### config.mk
export PLATFORM = sky130hd
export DESIGN_NAME = rgb_frame_tx
export DESIGN_NICKNAME = d
export VERILOG_FILES = /design/src/rtl/rgb_frame_tx.sv
export SDC_FILE = /design/constraint.sdc
export NUM_CORES = 1
export LEC_CHECK = 0
export BUFFER_PORTS_ARGS = -buffer_cell sky130_fd_sc_hd__buf_2
export CAP_MARGIN = 10
export CORE_UTILIZATION = 40
export DETAILED_ROUTE_END_ITERATION = 16
export HOLD_SLACK_MARGIN = 0.05
export PLACE_DENSITY = 0.62
export SLEW_MARGIN = 30
export SYNTH_ARGS = -nofsm -noshare
export SYNTH_HDL_FRONTEND = slang
export SYNTH_SLANG_ARGS = --single-unit
### constraint.sdc
create_clock -name rgb_clk -period 3.6 [get_ports rgb_clk]
set_input_delay 0.54 -clock rgb_clk [delete_from_list [all_inputs] [get_ports rgb_clk]]
set_output_delay 0.54 -clock rgb_clk [all_outputs]
set_load 0.01 [all_outputs]
### src/rtl/rgb_frame_tx.sv
// Parallel-RGB transmitter: streams RGB565 frames from RAM as 24-bit pixels with hsync/vsync.
// Optional test-pattern source enabled by defining RGB_FRAME_TX_PATTERN_EN.
module rgb_frame_tx #(
    parameter int unsigned H_ACTIVE       = 80,
    parameter int unsigned V_ACTIVE       = 48,
    parameter int unsigned H_BLANK        = 16,
    parameter int unsigned V_BLANK        = 4,
    parameter int unsigned FRAMES_IN_RAM  = 3,
    parameter int unsigned RAM_ADDR_WIDTH = 32,
    parameter int unsigned RAM_DATA_WIDTH = 16
) (
    input  logic                      rgb_clk,
    input  logic                      nrst,
    input  logic                      enable,
`ifdef RGB_FRAME_TX_PATTERN_EN
    input  logic                      pattern_mode,
`endif
    output logic [RAM_ADDR_WIDTH-1:0] ram_addr,
    output logic                      ram_rd,
    input  logic [RAM_DATA_WIDTH-1:0] ram_data,
    output logic [23:0]               rgb,
    output logic                      hsync,
    output logic                      vsync,
    output logic                      frame_done
);

    localparam int unsigned H_TOTAL     = H_ACTIVE + H_BLANK;
    localparam int unsigned V_TOTAL     = V_ACTIVE + V_BLANK;
    localparam int unsigned FRAME_WORDS = H_ACTIVE * V_ACTIVE * FRAMES_IN_RAM;
    localparam int unsigned HW          = $clog2(H_TOTAL);
    localparam int unsigned VW          = $clog2(V_TOTAL);

    typedef enum logic [0:0] {StIdle, StRun} state_e;

    state_e                    state_q, state_d;
    logic [HW-1:0]             h_cnt_q, h_cnt_d;
    logic [VW-1:0]             v_cnt_q, v_cnt_d;
    logic [RAM_ADDR_WIDTH-1:0] ptr_q, ptr_d;

    // Stage 1: RAM request plus the position attributes that travel with it.
    logic [RAM_ADDR_WIDTH-1:0] ram_addr_q;
    logic                      ram_rd_q;
    logic                      s1_valid_q, s1_active_q, s1_hs_q, s1_vs_q, s1_last_q;

    // Stage 2: output registers.
    logic [23:0]               rgb_q, rgb_d;
    logic                      hsync_q, vsync_q, frame_done_q;

    logic                      run, h_last, v_last, frame_end;
    logic                      h_vis, v_vis, pix_active, rd_en;
    logic [23:0]               ram_rgb;

`ifdef RGB_FRAME_TX_PATTERN_EN
    logic                      pattern_q;
    logic [7:0]                frame_cnt_q;
    logic                      s1_pat_q;
    logic [23:0]               s1_pat_rgb_q;
    logic                      frame_start;
`endif

    always_comb begin
        run        = (state_q == StRun);
        h_last     = (h_cnt_q == HW'(H_TOTAL - 1));
        v_last     = (v_cnt_q == VW'(V_TOTAL - 1));
        frame_end  = run && h_last && v_last;
        h_vis      = (h_cnt_q < HW'(H_ACTIVE));
        v_vis      = (v_cnt_q < VW'(V_ACTIVE));
        pix_active = run && h_vis && v_vis;
`ifdef RGB_FRAME_TX_PATTERN_EN
        rd_en       = pix_active && !pattern_q;
        frame_start = enable && ((state_q == StIdle) || frame_end);
`else
        rd_en      = pix_active;
`endif
    end

    always_comb begin
        state_d = state_q;
        unique case (state_q)
            StIdle:  if (enable) state_d = StRun;
            StRun:   if (frame_end && !enable) state_d = StIdle;
            default: state_d = StIdle;
        endcase
    end

    always_comb begin
        h_cnt_d = '0;
        v_cnt_d = '0;
        if (run) begin
            h_cnt_d = h_last ? '0 : h_cnt_q + 1'b1;
            v_cnt_d = v_cnt_q;
            if (h_last) v_cnt_d = v_last ? '0 : v_cnt_q + 1'b1;
        end
    end

    // Pointer survives frame boundaries and idle periods so frames rotate through RAM.
    always_comb begin
        ptr_d = ptr_q;
        if (rd_en) ptr_d = (ptr_q == RAM_ADDR_WIDTH'(FRAME_WORDS - 1)) ? '0 : ptr_q + 1'b1;
    end

    always_comb begin
        ram_rgb = {ram_data[15:11], ram_data[15:13],
                   ram_data[10:5],  ram_data[10:9],
                   ram_data[4:0],   ram_data[4:2]};
        rgb_d = '0;
        if (s1_active_q) begin
`ifdef RGB_FRAME_TX_PATTERN_EN
            rgb_d = s1_pat_q ? s1_pat_rgb_q : ram_rgb;
`else
            rgb_d = ram_rgb;
`endif
        end
    end

    always_ff @(posedge rgb_clk or negedge nrst) begin
        if (!nrst) begin
            state_q      <= StIdle;
            h_cnt_q      <= '0;
            v_cnt_q      <= '0;
            ptr_q        <= '0;
            ram_addr_q   <= '0;
            ram_rd_q     <= 1'b0;
            s1_valid_q   <= 1'b0;
            s1_active_q  <= 1'b0;
            s1_hs_q      <= 1'b0;
            s1_vs_q      <= 1'b0;
            s1_last_q    <= 1'b0;
            rgb_q        <= '0;
            hsync_q      <= 1'b0;
            vsync_q      <= 1'b0;
            frame_done_q <= 1'b0;
        end else begin
            state_q      <= state_d;
            h_cnt_q      <= h_cnt_d;
            v_cnt_q      <= v_cnt_d;
            ptr_q        <= ptr_d;
            if (rd_en) ram_addr_q <= ptr_q;
            ram_rd_q     <= rd_en;
            s1_valid_q   <= run;
            s1_active_q  <= pix_active;
            s1_hs_q      <= h_vis;
            s1_vs_q      <= v_vis;
            s1_last_q    <= frame_end;
            rgb_q        <= rgb_d;
            // Syncs idle low outside RUN so downstream sees blanking.
            hsync_q      <= s1_valid_q && s1_hs_q;
            vsync_q      <= s1_valid_q && s1_vs_q;
            frame_done_q <= s1_last_q;
        end
    end

`ifdef RGB_FRAME_TX_PATTERN_EN
    always_ff @(posedge rgb_clk or negedge nrst) begin
        if (!nrst) begin
            pattern_q    <= 1'b0;
            frame_cnt_q  <= '0;
            s1_pat_q     <= 1'b0;
            s1_pat_rgb_q <= '0;
        end else begin
            if (frame_start) pattern_q <= pattern_mode;
            if (frame_end) frame_cnt_q <= frame_cnt_q + 1'b1;
            s1_pat_q     <= pattern_q;
            s1_pat_rgb_q <= {8'(h_cnt_q), 8'(v_cnt_q), frame_cnt_q};
        end
    end
`endif

    assign ram_addr   = ram_addr_q;
    assign ram_rd     = ram_rd_q;
    assign rgb        = rgb_q;
    assign hsync      = hsync_q;
    assign vsync      = vsync_q;
    assign frame_done = frame_done_q;

endmodule

==> Yosys cells after proc, flatten, opt, wreduce, memory -nomap -nowiden <==
Cells that the tools add are included.
{ "classes": {"add_sub_neg": 3, "order_cmp": 2, "n_eq_ne": 4, "n_mux": 10, "bitwise": 1, "reduce_logical": 8} }
{ "ops": {"columns": ["operator", "n"], "rows": [
  ["adder 32 x 1 -> 32 bit, second input constant", 1],
  ["equality test 32 x 14 -> 1 bit, second input constant", 1],
  ["2-to-1 mux 32 bit", 1],
  ["2-to-1 mux 24 bit", 1],
  ["2-to-1 mux 6 bit", 3],
  ["2-to-1 mux 7 bit", 2],
  ["adder 7 x 1 -> 7 bit, second input constant", 1],
  ["equality test 7 bit, second input constant", 1],
  ["logical AND 1 bit", 7],
  ["< comparator 7 bit, second input constant", 1],
  ["adder 6 x 1 -> 6 bit, second input constant", 1],
  ["equality test 6 bit, second input constant", 1],
  ["< comparator 6 bit, second input constant", 1],
  ["2-to-1 mux 1 bit", 2],
  ["inequality test 2 x 1 -> 1 bit, second input constant", 1],
  ["one-hot mux 1 bit (2 select lines)", 1],
  ["zero test 1 bit", 1],
  ["inverter 1 bit", 1]
]} }
{ "word_totals": {"reg_bits": 110, "input_bits": 19, "word_cells": 42} }

==> Logic depth before layout (Yosys ltp) <==
{ "logic_depth": {"word_depth": 6, "mapped_depth": 7, "depth_no_buf": 6} }

==> Worst setup path before layout <==
OpenSTA, ideal clock, no wires.
{ "synth_timing": {"path_kind": "reg-to-reg", "startpoint": "register ptr_q[23]", "endpoint": "register ptr_q[3]", "t_arrival_ns": 1.728, "t_required_ns": 3.468, "setup_slack_ns": 1.741, "path_stages_with_launch": 6, "n_path_buf": 1, "cell_sequence": "dfrtp_1 -> or4_1 -> or4_1 -> buf_2 -> nor4_4 -> nor2_1"} }
{ "synth_between": {"elab_chain_len": 2} }
{ "synth_lines": {"columns": ["item", "line_no", "text"], "rows": [
  ["start, declared", "38", "logic [RAM_ADDR_WIDTH-1:0] ptr_q, ptr_d;"],
  ["start signal, assigned", "137", "ptr_q <= ptr_d;"],
  ["equality test 32 x 14 -> 1 bit", "99", "if (rd_en) ptr_d = (ptr_q == RAM_ADDR_WIDTH'(FRAME_WORDS - 1)) ? '0 : ptr_q + 1'b1;"],
  ["2-to-1 mux 32 bit", "99", null]
]} }
Every way passes these cells.
A chain may end at the register's enable or synchronous reset.

==> Worst setup path after layout <==
{ "layout_timing": {"startpoint": "register state_q, in the netlist run", "endpoint": "register ram_addr_q[17], in the netlist ram_addr[17]"} }
{ "layout_between": {"elab_chain_len": 2} }
{ "layout_lines": {"columns": ["item", "line_no", "text"], "rows": [
  ["start, declared", "35", "state_e state_q, state_d;"],
  ["start signal, assigned", "118", "state_q <= StIdle;"],
  ["start signal, assigned", "134", "state_q <= state_d;"],
  ["logical AND 1 bit (2 in series)", "68", "pix_active = run && h_vis && v_vis;"],
  ["end signal, assigned", "138", "if (rd_en) ram_addr_q <= ptr_q;"],
  ["end, declared", "41", "logic [RAM_ADDR_WIDTH-1:0] ram_addr_q;"]
]} }
Every way passes these cells.

==> results.md <==
* Status: complete, no violations
* Avg Cell Area, Syn at about 10 um^2
* Slew HR at about half
* Buffer count from post-CTS setup fixing at 0
* Crit path arrival time at around 2.6 ns
* CTS tree: built
* Clock Skews at 0.01068 ns
* Maximum vdd drop at 0.0002230 V
* Post-Synth Simple-Gate Area at between 20% and 30%
* Post-route ant nets at 0
* Placement Cell Area at 4828 um^2
* Final Hold Violating Endpoints at 0
* Finish-stage setup viols at 0
* Top cell type's share of synthesized area at about three fifths
* Vias per cell at 5.057
* Ys flop type: dfrtp_1
* Post-synth EDFFs at 0
* # IOs at 79
* CP Data Required Time at 3.90 ns
* CTS resizes at 0
* Startpoint Class: flop
* Area leader, netlist: dfrtp_1
* Final #Nets at 515
* Routed via count at 3201
* Clock root cell: clkbuf_8
* Syn_nets at 443
* RSZ-0062 raised after global routing: false
* Max-Cap Viols at 0
* Pleak at 2.458 nW
* Later-pin clock latency in the skew report at 0.37 ns
* Worst hold slack at 0.2516 ns
* Die area at 11280 um^2
* Compound-cell area share of the yosys netlist at a little under 5%
* Fmax at ~430 MHz
* Sequential-to-total area share from yosys stat at 58.79%
* Routed len/inst at 14.36 um
* Layout cells sized above 1 at 20.93%
* Core Util, Final at 48.48%
* PortBufs at 78
* Synth warn at 0
* Initial antenna violation count at 0
* # diodes at 0
* Mux share of post-synthesis cell area at 0.9222%
* Routability cong. at 0.8093
* H-tree depth at 3
* CP Class: flop to flop
* Final instance area at 5050 um^2
* Starting Density at 41.68%
* Cell row count at 37
* PD cells at 399.2 nW/um^2
* Synth cell types at 43
* DR iter-0 viols at 169
* Largest family of logic cells by synthesized area: simple AND/OR/NAND/NOR gates
* Synth Area in XOR/XNOR at under 10%
* DR pass1 iterations at 4
* Slew @ Worst Pin at 0.7659 ns
* CTS Buf Count at 9
* Global-route usage over all layers at 17.44%
* Number of global-route vias before repair at 3103
* Slew Viols, Final at 0
* Gr ovfl total at 0
* # hold bufs at CTS at 0
* Yosys reg bits at 102
* Synth Instances at around 420
* CP endpoint kind: flop
* Detailed Place HPWL at around 6300 um
* Die width at 106.2 um
* Core Box Area at 10420 um^2
* Period utilization at 64.66%
* Clk sink count at 102
* Die Ht at 106.2 um
* First-pass GRT wire length at between 15000 and 20000 um
* Final setup TNS at 0 ns
* Final worst path period need at between 2 and 2.5 ns
* Area contributors post-synth: dfrtp_1, nand2_1, xnor2_1
* Hold/Removal Path Class: input pin to async pin
* Placed insts at 618
* DRC Markers at 0
* Async set-or-reset flop fraction in the synthesized netlist at between 90% and 100%
* Clock transition at path regs at roughly 0.1 ns
* CTS max path bufs at 2
* Syn-to-layout area delta at 16.31%
* Cell Area, Synth at 4342 um^2
* Pin count of the biggest net entering global routing at 63
* Total Routed Length at approximately 9000 um
* Fin cells at 633
* CP Max Fanout at 26
* Post-synthesis adder-cell area fraction at 0.8646%
==> cell usage after synthesis, types with 2 or more instances <==
library cell and count:
or3_1 4, nor3_1 6, a21bo_2 2, ha_1 3, and4_1 6, mux2i_1 4
o22ai_1 2, o21ai_0 9, a21oi_1 5, and3_1 6, xor2_1 11, nand2b_1 2
nor4b_1 2, nor2_1 13, dfrtp_1 102, nand2_1 103, inv_1 10, clkbuf_1 12
o21ai_1 3, or4_1 4, nor4_1 12, and2_1 21, buf_4 8, nand3_1 15
nand4_1 18, a31oi_1 3, o31ai_1 3, xnor2_1 17
==> flip-flops by register name (all words and copies together), names as in the netlist <==
| name | cells |
|---|---|
| ptr_q | 32 |
| ram_addr | 32 |
| rgb | 16 |
| h_cnt_q | 7 |
| v_cnt_q | 6 |
| frame_done | 1 |
| hsync | 1 |
| run | 1 |
| s1_active_q | 1 |
| s1_hs_q | 1 |
| s1_last_q | 1 |
| s1_valid_q | 1 |
| s1_vs_q | 1 |
| vsync | 1 |
==> per-layer routing <==
metal	vias up	share of wire (%)	GRT usage, %
li1	1580	-	-
met1	1508	49	24.85
met2	104	44	26.53
met3	9	5.2	2.820
met4	0	1.4	7.044
met5	-	0	0
==> worst max-delay path, stage by stage (launching register included) <==
cell and delay, ns:
dfrtp_1 0.49, a21boi_2 0.32, nand2_1 0.50, inv_1 0.45, buf_4 0.33, nand2_1 0.10
nand2_1 0.06
==> worst paths after layout <==
| check | start | to | slack [ns] | cells past startpoint |
|---|---|---|---|---|
| worst max-delay path | run | ram_addr[17] | 1.27 | 6 |
| worst min register to register | s1_last_q | frame_done | 0.36 | 0 |
| min in group rgb_clk | s1_last_q | frame_done | 0.36 | 0 |
| max in group asynchronous | nrst | ram_addr[7] | 2.56 | 2 |
| worst min-delay path | nrst | ram_addr[22] | 0.25 | 1 |
| worst max register to register | run | ram_addr[17] | 1.27 | 6 |
==> through the flow <==
step | total power [mW] | worst slack [ns]
2_1_floorplan | 1.200 | 1.741
3_3_place_gp | 1.241 | 1.354
3_5_place_dp | 1.243 | 1.250
4_1_cts | 2.035 | 1.207
5_1_grt | 2.084 | 0.9786
6_report | 2.016 | 1.272
==> logic make-up after synthesis <==
| family | count (synthesis) |
|---|---|
| buffers and inverters | 33 |
| muxes | 4 |
| and+or+nand+nor | 218 |
| adders and majority gates | 3 |
| DFF | 102 |
| AOI/OAI and AO/OA | 33 |
| xor gates and xnor gates | 28 |
==> cells in the final DEF (no fill, tap or decap), types with 5 or more instances in the layout <==
master	synthesis	layout
nand2_1	103	103
dfrtp_1	102	102
buf_2	1	77
and2_1	21	21
nand4_1	18	18
xnor2_1	17	17
nand3_1	15	15
nor2_1	13	13
nor4_1	12	12
xor2_1	11	11
inv_1	10	10
clkbuf_8	0	10
o21ai_0	9	9
nor3_1	6	6
and3_1	6	6
and4_1	6	6
buf_4	8	6
a21oi_1	5	5
==> area by class of cell <==
class / instances / area, um^2
Multi-Input combinational cell: 286 / 1634
Clock buffer: 10 / 137.6
Timing Repair Buffer: 83 / 430.4
Fill cell: 997 / 5366
Inverter: 11 / 41.29
Tap cell: 136 / 170.2
Clock inverter: 5 / 83.83
Sequential cell: 102 / 2552
==> power breakdown <==
part | total, mW | internal (mW) | switching, mW
Sequential | 1.16 | 1.15 | 0.00303
Clock | 0.799 | 0.408 | 0.391
Combinational | 0.0600 | 0.0223 | 0.0377
Power figures use the tool's default switching activity.
